`src/rtl/regfile_pkg.sv`:
```
// Shared types and constants for the vector register file and its pending-write scoreboard.
package regfile_pkg;

    localparam int unsigned VEC_SIZE      = 4;
    localparam int unsigned REGISTER_SIZE = 8;
    localparam int unsigned REG_COUNT     = 16;
    localparam int unsigned REG_ADDR_SIZE = 4;
    localparam int unsigned PENDING_MAX   = 3;

    typedef logic [VEC_SIZE-1:0][REGISTER_SIZE-1:0] laneVec_t;
    typedef logic [REG_ADDR_SIZE-1:0]               regAddr_t;
    typedef logic [1:0]                             pendCount_t;

    localparam regAddr_t ZERO_REG = '0;

endpackage

```
`src/rtl/pending_counter.sv`:
```
// Two-bit saturating up/down counter tracking in-flight writes to one register; clear wins.
module pending_counter
    import regfile_pkg::*;
(
    input  logic       clk,
    input  logic       reset,
    input  logic       inc,
    input  logic       dec,
    input  logic       clr,
    output pendCount_t count
);

    pendCount_t countNext;

    always_comb begin
        countNext = count;
        if (clr) begin
            countNext = '0;
        end else if (inc && !dec && count != 2'(PENDING_MAX)) begin
            countNext = count + 2'd1;
        end else if (dec && !inc && count != 2'd0) begin
            countNext = count - 2'd1;
        end
    end

    always_ff @(posedge clk or negedge reset) begin
        if (!reset) begin
            count <= '0;
        end else begin
            count <= countNext;
        end
    end

endmodule

```
`src/rtl/vector_register_file.sv`:
```
// Vector register file: two bypassed read ports, one write port, per-register pending-write hazard scoreboard.
// Optional debug read port enabled by defining REGFILE_DEBUG_PORT_EN.
module vector_register_file
    import regfile_pkg::*;
#(
    parameter int unsigned vecSize      = VEC_SIZE,
    parameter int unsigned registerSize = REGISTER_SIZE,
    parameter int unsigned regCount     = REG_COUNT,
    parameter int unsigned regAddrSize  = REG_ADDR_SIZE
) (
    input  logic                                      clk,
    input  logic                                      reset,
    input  logic                                      writeEnable,
    input  logic [regAddrSize-1:0]                    writeAddress,
    input  logic [vecSize-1:0][registerSize-1:0]      writeBackData,
    input  logic [regAddrSize-1:0]                    readAddrA,
    input  logic [regAddrSize-1:0]                    readAddrB,
    output logic [vecSize-1:0][registerSize-1:0]      readDataA,
    output logic [vecSize-1:0][registerSize-1:0]      readDataB,
    input  logic                                      issueValid,
    input  logic                                      issueWrites,
    input  logic [regAddrSize-1:0]                    issueDest,
    input  logic                                      flush,
    output logic                                      hazardStall
`ifdef REGFILE_DEBUG_PORT_EN
    ,
    input  logic [regAddrSize-1:0]                    dbgAddr,
    output logic [vecSize-1:0][registerSize-1:0]      dbgData,
    output logic [1:0]                                dbgPendingCount
`endif
);

    localparam logic [regAddrSize-1:0] zeroAddr = regAddrSize'(ZERO_REG);

    logic [vecSize-1:0][registerSize-1:0] regs [regCount];
    logic [regCount-1:0][1:0]             pend;
    logic writeLive;
    logic retireA;
    logic retireB;
    logic busyA;
    logic busyB;
    logic destFull;
    logic issueInc;

    assign writeLive = writeEnable && (writeAddress != zeroAddr);
    assign retireA   = writeEnable && (writeAddress == readAddrA);
    assign retireB   = writeEnable && (writeAddress == readAddrB);

    // Register 0 is never written, so its storage stays at the reset value of zero.
    always_ff @(posedge clk or negedge reset) begin
        if (!reset) begin
            for (int r = 0; r < int'(regCount); r++) begin
                regs[r] <= '0;
            end
        end else if (writeLive) begin
            regs[writeAddress] <= writeBackData;
        end
    end

    always_comb begin
        readDataA = regs[readAddrA];
        if (readAddrA == zeroAddr) begin
            readDataA = '0;
        end else if (retireA) begin
            readDataA = writeBackData;
        end
    end

    always_comb begin
        readDataB = regs[readAddrB];
        if (readAddrB == zeroAddr) begin
            readDataB = '0;
        end else if (retireB) begin
            readDataB = writeBackData;
        end
    end

    // A single outstanding write retiring this cycle is covered by the bypass, so it is not a hazard.
    always_comb begin
        busyA       = (pend[readAddrA] > 2'd1) || ((pend[readAddrA] == 2'd1) && !retireA);
        busyB       = (pend[readAddrB] > 2'd1) || ((pend[readAddrB] == 2'd1) && !retireB);
        destFull    = issueWrites && (pend[issueDest] == 2'(PENDING_MAX));
        hazardStall = issueValid && (busyA || busyB || destFull);
        issueInc    = issueValid && issueWrites && !hazardStall;
    end

    assign pend[0] = '0;

    for (genvar r = 1; r < int'(regCount); r++) begin : gPend
        pending_counter uCount (
            .clk   (clk),
            .reset (reset),
            .inc   (issueInc && (issueDest == regAddrSize'(r))),
            .dec   (writeEnable && (writeAddress == regAddrSize'(r))),
            .clr   (flush),
            .count (pend[r])
        );
    end

`ifdef REGFILE_DEBUG_PORT_EN
    assign dbgData         = regs[dbgAddr];
    assign dbgPendingCount = pend[dbgAddr];
`endif

endmodule

```
`config.mk`:
```
export PLATFORM = sky130hd
export DESIGN_NAME = vector_register_file
export DESIGN_NICKNAME = d
export VERILOG_FILES = /design/src/rtl/regfile_pkg.sv /design/src/rtl/pending_counter.sv /design/src/rtl/vector_register_file.sv
export SDC_FILE = /design/constraint.sdc
export NUM_CORES = 1
export LEC_CHECK = 0
export CAP_MARGIN = 20
export CORE_MARGIN = 4
export CORE_UTILIZATION = 45
export DETAILED_ROUTE_END_ITERATION = 7
export DONT_BUFFER_PORTS = 1
export SYNTH_ARGS = -nofsm -noshare
export SYNTH_HDL_FRONTEND = slang
export SYNTH_SLANG_ARGS = --single-unit
```
`constraint.sdc`:
```
create_clock -name clk -period 4.4 [get_ports clk]
set_clock_uncertainty 0.1 [all_clocks]
set_input_delay 0.88 -clock clk [delete_from_list [all_inputs] [get_ports clk]]
set_output_delay 0.88 -clock clk [all_outputs]
set_load 0.01 [all_outputs]
```
==> impl_metrics.yaml, run 1 <==
run_status:
  status: "complete, but fails checks"
  violations: "hold timing"
grt:
  grtUsageTotal: 0.257
  grt_max_degree: 543
  grtUsageMet3: 0.0501
  use_met1: 0.377
  grt_pass1_wl_um: 137000
  grt-busiest-layer: "met2"
  gr-total-overflow: 0
  grt_use_met2: 0.394
  antenna_found_initial: 0
  grt_pass1_vias: 20900
synthesis:
  synthArstFlopShare: 1.00
  ys_seq_elements: 542
  ys_warn_count: 0
  syn_area_mm2: 0.0300
  synth_edf_count: 0
  synth_nets: 2387
  ys.flop_type: "dfrtp_1"
  syn_area_per_cell_um2: 12.9
  ys_types: 53
  ys_seq_area_frac: 0.452
  syn_inst: 2333
power:
  leakagePower_nw: 13.7
  power_frac_clock: 0.349
  power_density_mw_per_mm2: 455
  switchingPower_mw: 3.84
  swShare: 0.259
  sequentialPowerShare: 0.452
  ir_drop_mv: 0.302
  p_comb_frac: 0.199
  intPower_mw: 11.0
  power_mw: 14.8
cells_and_area:
  final_cell_area_mm2: 0.0326
  drive_gt1_frac: 0.381
  synthToLayoutAreaGrowth_pct: 8.54
  nets: 2234
  n_antenna_cell: 0
clock_network:
  h-tree-depth: 2
  postCtsSetupRepairBufs: 0
  cts_tree: "yes"
  clock_latency_ns: 0.62
  clk_pin_slew_ns: 0.06
  clockBufferDepth: 3
  cts_inserted_buffers: 59
  cts.sinks: 542
  cts_root_buf: "clkbuf_16"
job:
  maxCapViolCount: 0
sta:
  tns_ns: 0
  worstMarginPinSlew_ns: 1.43
  setup_ws_ns: 0.428
  relSlewSlack: 0.0473
  finalSetupViolations: 0
  fmax_ghz: 0.252
  slew_violations: 0
  finalCriticalPeriod_ns: 3.97
  hold_viol: 60
  timing.final.crit_share: 0.903
  whs_ns: -0.135
  grt_setup_unrepaired: "false"
routing:
  drt_iter0_markers: 2089
  drc: 0
  viasPerCell: 6.48
  ant_nets: 0
  vias: 20100
  routed_wl_um: 90800
  wl_per_cell_um: 29.4
  first_pass_iters: 5
place:
  numPortBuffers: 0
  gp_congestion: 0.863
  place_area_mm2: 0.0305
  dp_hpwl_um: 49300
  dp_slack_ns: 0.574
critical_path:
  critPathCaptureType: "output port"
  crit_required_ns: 3.42
  crit_fanout: 140
  worstPathArrival_ns: 2.99
  cp-start-kind: "input port"
  crit_type: "input port to output port"
worst_hold_path:
  hold_class: "input port to asynchronous set/reset pin"
die:
  fp-row-count: 94
  start_util: 0.455
  core_mm2: 0.0660
  die-width_um: 266
  die_y_um: 266
  io_pins: 119
  dieArea_mm2: 0.0709
==> cell usage in the layout, fill, tap and decap left out, types with 11 or more instances in the layout <==
cell,count
buf_4,29
dfrtp_1,542
nor2b_1,15
o21ai_0,13
a21oi_1,95
nand2_1,533
clkbuf_8,21
nor2_1,25
clkbuf_1,13
nand3_1,16
mux4_2,333
clkbuf_16,60
nor3_1,11
mux2_2,356
==> per-layer routing <==
| metal | vias to the layer above | part of all wire |
|---|---|---|
| met1 | 10800 | 0.43 |
| met2 | 853 | 0.46 |
| li1 | 8260 | - |
| met4 | 0 | 0.032 |
| met5 | - | 0 |
| met3 | 168 | 0.082 |
==> synth_stat cells, types with 9 or more instances <==
master | n | area share
mux2i_1 | 10 | 0.0033
and2_1 | 9 | 0.0019
xor2_1 | 9 | 0.0026
dfrtp_1 | 542 | 0.45
nand2_1 | 540 | 0.068
a21oi_1 | 95 | 0.016
o21ai_0 | 13 | 0.0022
nor2_1 | 34 | 0.0043
mux2_2 | 356 | 0.13
nor3_1 | 12 | 0.0020
o211ai_1 | 10 | 0.0025
mux4_2 | 333 | 0.25
clkbuf_1 | 187 | 0.023
buf_1 | 22 | 0.0028
buf_2 | 35 | 0.0058
nor2b_1 | 16 | 0.0033
nand3_1 | 18 | 0.0030
==> registers in the layout, summed over array words and instances (netlist names) <==
name / count
gPend.uCount.count: 30
regs: 512
==> kinds of logic (layout without fill, tap and decap cells) <==
family,Yosys count,in the layout,synth area share
compound gates,160,160,0.0322
simple gates,667,667,0.0914
flops,542,542,0.452
buf+inv,249,145,0.0331
xor+xnor,14,14,0.00408
mux,701,701,0.388
==> final cells by class <==
class | instances | area, um2
Inverter | 2 | 7.51
Clock inverter | 16 | 200
Multi-Input combinational cell | 1542 | 15600
Sequential cell | 542 | 13600
Fill cell | 5579 | 33400
Timing Repair Buffer | 33 | 298
Tap cell | 864 | 1080
Clock buffer | 94 | 1840
==> final timing paths <==
kind                                     startpoint                   endpoint  slack [ns]  depth (start not counted)
max                                    readAddrA[0]               readDataA[8]        0.43                          4
min                                           reset                  regs[475]       -0.13                          0
max reg2reg                gPend[1].uCount.count[1]   gPend[1].uCount.count[0]        1.42                          8
min reg2reg                               regs[496]                  regs[496]        0.29                          0
max in group asynchronous                     reset  gPend[10].uCount.count[1]        3.19                          0
min in group clk                              flush  gPend[15].uCount.count[1]        0.24                          1
==> timing repair <==
item | 4_1_cts | 5_1_grt
endpoints found under the setup margin | 0 | 0
resized for setup | 0 | 0
endpoints found under the hold margin | 542 | 487
==> worst max-delay path: stages <==
cell	delay, ns
mux4_2	0.82
mux4_2	0.55
nand2_1	0.09
a21oi_1	0.16
==> metrics by stage <==
| stage | std cells | util |
|---|---|---|
| after CTS | 3093 | 0.494 |
| after global routing | 3093 | 0.494 |
| final | 3093 | 0.494 |
| after global placement | 2983 | 0.463 |
| after detailed placement | 2983 | 0.463 |
| after floorplan | 2333 | - |
==> power groups by stage <==
stage	clock, mW	combinational, mW	sequential, mW
final	5.18	2.94	6.70
after CTS	5.28	2.97	6.68
after global routing	5.48	3.16	6.83
after global placement	0	2.88	6.65
after floorplan	0	2.63	6.52
after detailed placement	0	2.96	6.76
No activity file was read; power rests on OpenSTA's default activity.
==> run 2, diff against run 1 <==
SLEW_MARGIN = 10   (was unset)
clock period = 3.4 ns   (was 4.4 ns; I/O delays follow)
==> run 2 against run 1 <==
The flow finishes with violations (hold timing, slew limit); utilization is 0.31 points higher; power is 27% higher; hold slack worse by 0.18 ns; largest power group unchanged; design area is 0.63% higher; via count is 0.37% lower; clock power is 22% higher; setup slack worse by 0.30 ns; sequential power is 29% higher; first-iteration DRC count is 4.0% lower; routed wire length is 1.9% lower; sequential share of layout area is 0.24 points lower.
==> impl_metrics.yaml, run 2 (synthesis results as in run 1) <==
sta:
  relSlewSlack: -0.0414
  worstMarginPinSlew_ns: 1.56
  whs_ns: -0.318
  hold_viol: 466
  setup_ws_ns: 0.128
  finalSetupViolations: 0
  tns_ns: 0
  slew_violations: 86
  grt_setup_unrepaired: "false"
  fmax_ghz: 0.306
  timing.final.crit_share: 0.962
  finalCriticalPeriod_ns: 3.27
clock_network:
  clk_pin_slew_ns: 0.06
  clockBufferDepth: 3
  cts_root_buf: "clkbuf_16"
  cts_tree: "yes"
  h-tree-depth: 2
  clock_latency_ns: 0.62
  cts.sinks: 542
  cts_inserted_buffers: 58
power:
  switchingPower_mw: 4.89
  power_frac_clock: 0.334
  power_mw: 18.8
  intPower_mw: 14.0
  leakagePower_nw: 13.8
  ir_drop_mv: 0.398
  swShare: 0.260
  power_density_mw_per_mm2: 575
  p_comb_frac: 0.206
  sequentialPowerShare: 0.460
routing:
  drt_iter0_markers: 2006
  vias: 20000
  ant_nets: 0
  routed_wl_um: 89100
  first_pass_iters: 8
  drc: 0
  viasPerCell: 6.40
  wl_per_cell_um: 28.6
critical_path:
  cp_slowest_stage_delay_ns: 0.50
  crit_required_ns: 2.62
  cp_num_cells: 6
  worstPathArrival_ns: 2.49
  crit_fanout: 5
  crit_family: "compound AO/OA/AOI/OAI gates"
  critPathCaptureType: "output port"
  worstReg2RegStart: "gPend[5].uCount.count[1]"
  crit_chain: "nand2_1 -> mux4_2 -> a2111oi_2 -> a2111o_1 -> nor4_4 -> nor2b_2"
  timing.rr.end: "gPend[3].uCount.count[1]"
  crit_end: "hazardStall"
  cp-start-kind: "flop"
  r2r_cells: 8
  crit_type: "flop to output port"
  crit_path_start: "gPend[11].uCount.count[0]"
  cp.buffers_inverters: 0
  slowest_stage: "mux4_2"
  ff2ff_setup_slack_ns: 0.58
place:
  dp_slack_ns: 0.236
  numPortBuffers: 0
  dp_hpwl_um: 49000
  gp_congestion: 0.842
cells_and_area:
  regMostFlops: "regs"
  seq_area_mm2: 0.0136
  largest_reg_flops: 512
  multi_input_area_mm2: 0.0156
  layout_common_cells: "dfrtp_1, nand2_1, mux2_2"
  synthToLayoutAreaGrowth_pct: 9.23
  n_antenna_cell: 0
  nets: 2267
  drive_gt1_frac: 0.392
  nFillCells: 5567
  reg_top3: "regs (512), gPend.uCount.count (30)"
  final_common_cell: "dfrtp_1"
job:
  maxCapViolCount: 0
grt:
  grt_use_met2: 0.395
  grtUsageMet3: 0.0606
  grtUsageTotal: 0.254
  grt_pass1_wl_um: 135000
  grt_max_degree: 543
  grt_pass1_vias: 20900
  gr-total-overflow: 0
  use_met1: 0.360
  antenna_found_initial: 0
  grt-busiest-layer: "met2"
worst_hold_path:
  hold_class: "input port to asynchronous set/reset pin"
die:
  io_pins: 119
  core_mm2: 0.0660
  die_y_um: 266
  start_util: 0.455
  die-width_um: 266
  fp-row-count: 94
  dieArea_mm2: 0.0709
run_status:
  violations: "hold timing, slew limit"
  status: "complete, but fails checks"
==> run 2: power groups by stage <==
| stage | Sequential, mW | Clock (mW) | Combinational (mW) |
|---|---|---|---|
| 6_report | 8.67 | 6.30 | 3.88 |
| 3_3_place_gp | 8.61 | 0 | 3.80 |
| 3_5_place_dp | 8.75 | 0 | 3.90 |
| 5_1_grt | 8.83 | 6.70 | 4.18 |
| 4_1_cts | 8.64 | 6.44 | 3.91 |
| 2_1_floorplan | 8.44 | 0 | 3.42 |
==> run 2: timing repair <==
| action | in CTS | in global routing |
|---|---|---|
| setup buffers | 0 | 0 |
| endpoints found under the setup margin | 1 | 1 |
| gates resized for setup | 4 | 5 |
| endpoints found under the hold margin | 542 | 542 |
| pin swaps | 0 | 2 |
==> run 2: worst min path at each step <==
stage	slack, ns	startpoint	to	depth (start not counted)
global route	-0.35	reset	regs[24]	0
global placement	0.28	regs[499]	regs[499]	0
floorplan	0.28	reset	gPend[10].uCount.count[0]	0
CTS	-0.33	reset	regs[162]	0
detailed placement	0.28	regs[505]	regs[505]	0
finish	-0.32	reset	regs[411]	0
==> run 2: cell type report <==
cell class	count	share of cell area
flip-flops and latches	542	0.414
clock buffers	83	0.0514
inverters	2	0.000229
multi-input cells	1542	0.476
well taps	864	0.0330
clock inverters	19	0.00599
repair buffers	67	0.0199
==> run 2: layer usage <==
layer / vias to the layer above / wire length, um
met3: 172 / 7480
met1: 10600 / 37700
met2: 844 / 41300
met4: 0 / 2670
li1: 8321 / -
met5: - / 0
==> run 2: metrics by stage <==
stage          instances  utilization  area, um2  hold WS (ns)
5_1_grt             3119        0.497      32800        -0.350
2_1_floorplan       2333            -      30100         0.284
3_3_place_gp        3017        0.468      30900         0.276
3_5_place_dp        3017        0.468      30900         0.284
6_report            3119        0.497      32800        -0.318
4_1_cts             3119        0.497      32800        -0.330
==> run 3, diff against run 2 <==
==> constraint.sdc (replaced) <==
create_clock -name clk -period 3.4 [get_ports clk]
set_clock_uncertainty 0.1 [all_clocks]
set_input_delay 0.68 -clock clk [delete_from_list [all_inputs] [get_ports clk]]
set_output_delay 0.68 -clock clk [all_outputs]
set_load 0.1 [all_outputs]
==> run 3 against run 2 <==
The run ends with hold timing, slew limit, setup timing left; sequential power about the same; highest routed layer unchanged; hold slack lost 0.0078 ns; design area is 6.3% higher; register-to-register slack lost 0.02 ns; largest cell class unchanged; setup slack worse by 0.18 ns.
==> impl_metrics.yaml, run 3 (synthesis results as in run 1) <==
die:
  die_y_um: 266
  fp-row-count: 94
  dieArea_mm2: 0.0709
  core_mm2: 0.0660
  start_util: 0.455
  die-width_um: 266
  io_pins: 119
sta:
  finalSetupViolations: 1
  finalCriticalPeriod_ns: 3.45
  tns_ns: -0.0495
  slew_violations: 346
  setup_ws_ns: -0.0495
  grt_setup_unrepaired: "true"
  hold_viol: 205
  relSlewSlack: -0.397
  fmax_ghz: 0.290
  timing.final.crit_share: 1.01
  whs_ns: -0.326
  worstMarginPinSlew_ns: 2.10
cells_and_area:
  regMostFlops: "regs"
  final_cell_area_mm2: 0.0349
  synthToLayoutAreaGrowth_pct: 16.1
  largest_reg_flops: 512
  n_antenna_cell: 0
  nets: 2319
  drive_gt1_frac: 0.435
  nFillCells: 5384
  reg_top3: "regs (512), gPend.uCount.count (30)"
  utilization: 0.528
  layout_common_cells: "dfrtp_1, nand2_1, mux2_2"
  final_common_cell: "dfrtp_1"
critical_path:
  timing.rr.end: "gPend[1].uCount.count[0]"
  cp_slowest_stage_delay_ns: 0.48
  cp-start-kind: "flop"
  ff2ff_setup_slack_ns: 0.56
  crit_required_ns: 2.62
  critPathCaptureType: "output port"
  slowest_stage: "mux4_2"
  crit_family: "compound AO/OA/AOI/OAI gates"
  r2r_cells: 8
  crit_chain: "mux4_2 -> nand2_1 -> a31oi_1 -> a2111o_1 -> nor4_4 -> nor2b_4 -> buf_12"
  worstPathArrival_ns: 2.67
  crit_type: "flop to output port"
  cp.buffers_inverters: 1
  crit_fanout: 3
  worstReg2RegStart: "gPend[7].uCount.count[1]"
place:
  numPortBuffers: 0
  dp_hpwl_um: 48900
  dp_slack_ns: 0.134
  gp_congestion: 0.891
  place_area_mm2: 0.0328
grt:
  gr-total-overflow: 0
  grtUsageTotal: 0.258
  grt_max_degree: 543
  grt_pass1_wl_um: 138000
  grt_pass1_vias: 21100
  antenna_found_initial: 0
routing:
  viasPerCell: 6.46
  ant_nets: 0
  drt_iter0_markers: 2090
  first_pass_iters: 6
  vias: 20500
  routed_wl_um: 90800
  drc: 0
  wl_per_cell_um: 28.6
run_status:
  violations: "hold timing, slew limit, setup timing"
  status: "complete, but fails checks"
power:
  power_density_mw_per_mm2: 625
  ir_drop_mv: 0.452
  leakagePower_nw: 14.4
clock_network:
  ctsHoldBuffers: 2
  clockBufferDepth: 3
  cts_tree: "yes"
  clock_latency_ns: 0.62
  clk_pin_slew_ns: 0.06
  cts_root_buf: "clkbuf_16"
  cts_inserted_buffers: 59
  h-tree-depth: 2
  cts.sinks: 542
job:
  maxCapViolCount: 0
worst_hold_path:
  hold_class: "input port to asynchronous set/reset pin"
run 3: cell types whose count changed in the layout (fill, tap and decap cells not counted), moves of 6 or more:
cell      delta
a21oi_1     -64
buf_4       -19
buf_12      +68
a21oi_4     +64
clkbuf_8     +6
run 3: repair_timing:
| item | 4_1_cts | 5_1_grt |
|---|---|---|
| resized for setup | 6 | 7 |
| hold endpoints to repair | 544 | 542 |
| setup endpoints to repair | 1 | 1 |
| cloned | 0 | 0 |
| pin swaps | 3 | 0 |
| buffers inserted | 5 | 0 |
run 3: metal layers:
layer  track usage  wire length (um)  part of all wire  vias up
met4        0.0824              3150             0.035        0
met5             0                 0                 0        -
met3        0.0462              7050             0.078      193
met2         0.404             42600              0.47      919
li1              -                 -                 -     8431
met1         0.372             38000              0.42    10900
run 3: how the worst max path moves through the flow:
| stage | depth (start not counted) | from | to |
|---|---|---|---|
| after global placement | 7 | readAddrB[3] | hazardStall |
| final | 7 | gPend[7].uCount.count[1] | hazardStall |
| after global routing | 7 | gPend[10].uCount.count[1] | hazardStall |
| after detailed placement | 7 | readAddrB[3] | hazardStall |
| after CTS | 7 | gPend[7].uCount.count[1] | hazardStall |
| after floorplan | 9 | readAddrA[1] | hazardStall |
run 3: power by group:
group | total [mW] | switching (mW) | internal, mW | leakage, nW
Sequential | 8.68 | 0.928 | 7.75 | 6.80
Combinational | 6.65 | 3.18 | 3.47 | 6.69
Clock | 6.46 | 2.69 | 3.77 | 0.959
Total | 21.8 | 6.80 | 15.0 | 14.4
run 3: final cells by class:
type,count,area [um2],area share
multi-input cells,1542,16400,0.469
well taps,864,1080,0.0310
clock buffers,94,1810,0.0518
inverters,2,7.51,0.000215
repair buffers,118,1890,0.0543
flip-flops and latches,542,13600,0.389
clock inverters,12,139,0.00398
run 3: per-stage QoR:
step,power [mW],instances
floorplan,13.7,2333
global placement,15.2,3061
detailed placement,15.4,3061
CTS,21.9,3174
global route,22.6,3174
finish,21.8,3174
==> RTL change 1, RTL diff (config.mk and constraints of run 1) <==
`ZERO_REG`: '0 -> 1.
--- a/src/rtl/regfile_pkg.sv
+++ b/src/rtl/regfile_pkg.sv
@@ -12,5 +12,5 @@
     typedef logic [1:0]                             pendCount_t;
 
-    localparam regAddr_t ZERO_REG = '0;
+    localparam regAddr_t ZERO_REG = 1;
 
 endpackage
Check against the original RTL: not equivalent (Yosys sat finds a counterexample within 4 cycles, from zero or initial values and one cycle with reset low).
==> RTL change 1 against run 1 <==
The run ends with hold timing, slew limit left. Utilization increased by 0.12 points. Sequential share of layout area is 0.097 points lower. Count of clock-buffer cells in the layout is 13 lower. Worst setup slack gained 0.32 ns. Total power grew 1.5%. Synthesized area is 0.15% higher. Cell area rose by 0.23%. Routed wire length decreased by 3.2%. Die area increased by 0.15%. Sequential cell count unchanged.
==> RTL change 1: results (changes against run 1) <==
[drt]
vias = 19394  ; -3.3%
wl_met3_um = 6969  ; -6.0%
wl_met1_um = 37470  ; -3.2%

[setup_path]
worst-path-max-fanout = 13  ; -91%
crit_slowest_cell = and3_2
path_delay_family = simple AND/OR/NAND/NOR gates
crit_start = writeAddress[2]
critPathMaxStageDelay_ns = 0.50  ; -0.32 ns
worst_ep_arrival_time_ns = 2.67  ; -0.32 ns
r2r_slack_ns = 1.32  ; -0.10 ns

[finish]
num-multi-input-gates = 1422  ; -7.8%
drive_above_1_share_pct = 43.55  ; +5.5 points
syn_to_final_growth_pct = 8.635  ; about the same
num-clock-buffers = 81  ; -14%
clockNetworkAreaShare_pct = 6.405  ; +0.15 points
multiInputGateArea_um2 = 15650  ; +0.30%
nonClkBufAreaFrac_pct = 0.8044  ; -0.11 points

[place]
dp.cells = 2868  ; -3.9%
dp_hpwl_um = 47890  ; -2.9%

[global_route]
use_met1_pct = 35.75  ; -2.0 points
grt_pass1_wl_um = 134000  ; -2.2%
use_met3_pct = 6.038  ; +1.0 points
track_usage_pct = 25.01  ; -0.72 points

[synthesis]
synth_top_cells_by_area = dfrtp_1, mux4_2, mux2_2
seq_area_frac_synth_pct = 45.11  ; -0.068 points
synth_cell_types = 61  ; +15%

[timing]
slew_viol_final = 198  ; +198
tightestPinTransition_ns = 1.764  ; +0.3352 ns
hold_ws_ns = -0.1364  ; -0.001739 ns
finalHoldViolCount = 59  ; -1.7%

[power]
p_leak_nw = 13.34  ; -2.3%
p_total_w = 0.01504  ; +1.5%
power_frac_comb_pct = 20.1  ; +0.2 points
power.share.clock_pct = 35.3  ; +0.4 points

[status]
outcome = finished with violations
violations = hold timing, slew limit

[cts]
cts_buffers = 60  ; +1.7%

## RTL change 1: cell types whose count changed after synthesis, sizes merged, moves of 7 or more
cell / delta
nand2: -190
mux2: +63
o211ai: -9
nor4: +7
## RTL change 1: worst min-delay path by stage
stage / from / end / slack (ns)
2_1_floorplan: regs[448] / regs[448] / 0.34
3_3_place_gp: regs[452] / regs[452] / 0.28
3_5_place_dp: regs[474] / regs[474] / 0.28
4_1_cts: reset / regs[355] / -0.15
5_1_grt: reset / regs[291] / -0.17
6_report: reset / regs[356] / -0.14
## RTL change 1: kinds of logic (layout without fill, tap and decap cells)
| kind of cell | after synthesis | after routing | synth area share (%) |
|---|---|---|---|
| flops | 542 | 542 | 45.11 |
| mux | 763 | 763 | 41.05 |
| compound gates | 152 | 152 | 2.963 |
| simple gates | 491 | 491 | 7.170 |
| buf+inv | 248 | 153 | 3.242 |
| xor+xnor | 16 | 16 | 0.4661 |
==> RTL change 2, RTL diff (config.mk and constraints of run 1) <==
Without the edit above. Make the reset (`reset`) synchronous in 2 clocked blocks.
--- a/src/rtl/pending_counter.sv
+++ b/src/rtl/pending_counter.sv
@@ -24,5 +24,5 @@
     end
 
-    always_ff @(posedge clk or negedge reset) begin
+    always_ff @(posedge clk) begin
         if (!reset) begin
             count <= '0;
--- a/src/rtl/vector_register_file.sv
+++ b/src/rtl/vector_register_file.sv
@@ -48,5 +48,5 @@
 
     // Register 0 is never written, so its storage stays at the reset value of zero.
-    always_ff @(posedge clk or negedge reset) begin
+    always_ff @(posedge clk) begin
         if (!reset) begin
             for (int r = 0; r < int'(regCount); r++) begin
Check against the original RTL: not equivalent (a bounded check fails within 4 cycles, from zero or initial values and one cycle with reset low; the reset may be asserted at any time).
==> RTL change 2 against run 1 <==
Fmax up 6.2%. Critical path depth up 2. Sequential cell count unchanged. Routed wire length up 1.9%. Synthesized area increased by 1.0%. Utilization is 0.99 points higher. Global-route usage is 0.14 points higher. Cell area increased by 2.5%. Synthesized cell count down 9.3%. Worst setup slack better by 0.23 ns.
Power is not compared: it rests on default switching activity, and its combinational part moved more than twofold at a synthesized area within 25%.
==> RTL change 2: results (changes against run 1) <==
[finish]
n_all_buffers = 63  ; +91%
n_antenna_cell = 1  ; +1
final_util_pct = 50.38  ; +0.99 points
nonClkBufAreaFrac_pct = 1.640  ; +0.73 points
num-multi-input-gates = 1390  ; -9.9%
n_all_inverters = 13  ; +11
num-fill-cells = 5547  ; -0.57%
drive_above_1_share_pct = 25.28  ; -13 points
num-clock-buffers = 77  ; -18%

[setup_path]
crit_end = readDataB[0]
worst_ep_arrival_time_ns = 2.76  ; -0.23 ns
r2r-end = gPend[6].uCount.count[0]
reg2reg_from = gPend[4].uCount.count[0]
crit_slowest_cell = and3_2
crit_start = readAddrB[1]
critPathMaxStageDelay_ns = 0.69  ; -0.13 ns
path_delay_family = simple AND/OR/NAND/NOR gates
worst-path-max-fanout = 139  ; -0.71%

[place]
dp_slack_ns = 0.7059  ; +0.1320 ns
dp_hpwl_um = 54390  ; +10%
finalWeightedCongestion = 0.8331  ; -3.4%
dp.cells = 2871  ; -3.8%

[timing]
setup_ws_ns = 0.6614  ; +0.2336 ns
finalHoldViolCount = 0  ; -100%

[drt]
vias = 19096  ; -4.8%
first_pass_iters = 7  ; +2
drt_iter0_markers = 2258  ; +8.1%
drt_wl_total_um = 92500  ; +1.9%
routedWlPerCell_um = 31.03  ; +5.7%

[synthesis]
synth_area_per_cell_um2 = 14.33  ; +11%
synth_top_cells_by_area = edfxtp_1, mux4_2, and2_1
synth_cell_types = 62  ; +17%

[min_path]
worstHoldPathType = in -> reg

[cts]
clock_latency_ns = 0.63
clk_pin_slew_worst_paths_ns = 0.06  ; about the same

[global_route]
grt_max_degree = 142  ; -74%
antenna_found_initial = 3  ; +3
track_usage_pct = 25.87  ; +0.14 points

[status]
outcome = finished, final reports clean

-- RTL change 2: changes by cell type in the layout (fill, tap and decap cells not counted), sizes merged, moves of 22 or more --
cell | before | now
nand2 | 540 | 162
dfrtp | 542 | 0
buf | 33 | 63
conb | 0 | 32
and2 | 9 | 485
edfxtp | 0 | 512
dfxtp | 0 | 30
o21ai | 13 | 35
mux2 | 358 | 11
-- RTL change 2: worst register-to-register path, delay by kind of cell, from the launching register on --
kind	cells	cell delay [ns]
muxes	1	0.31
and+or+nand+nor	3	1.18
AOI/OAI and AO/OA	4	0.87
DFF	1	0.41
-- RTL change 2: cells by family after synthesis --
group,Yosys count,synth area share [%]
other,1,0.01236
xor gates and xnor gates,10,0.2887
muxes,360,25.58
and+or+nand+nor,815,15.05
DFF,542,52.66
buffers and inverters,216,2.900
AOI/OAI and AO/OA,173,3.506
-- RTL change 2: power by group through the flow --
| stage | Clock [W] | Sequential [W] | Combinational, W |
|---|---|---|---|
| floorplan | 0 | 0.00613 | 0.00112 |
| global placement | 0 | 0.00615 | 0.00130 |
| detailed placement | 0 | 0.00618 | 0.00131 |
| CTS | 0.00508 | 0.00607 | 0.00132 |
| global route | 0.00527 | 0.00611 | 0.00137 |
| finish | 0.00499 | 0.00608 | 0.00132 |
-- RTL change 2: routing by layer --
| metal | track usage [%] | share of wire [%] | wire [um] | up-vias |
|---|---|---|---|---|
| met5 | 0 | 0 | 0 | - |
| met3 | 5.319 | 8.8 | 8134 | 173 |
| met2 | 42.64 | 48 | 44750 | 941 |
| met1 | 34.64 | 39 | 36440 | 9969 |
| li1 | - | - | - | 8013 |
| met4 | 8.806 | 3.4 | 3179 | 0 |
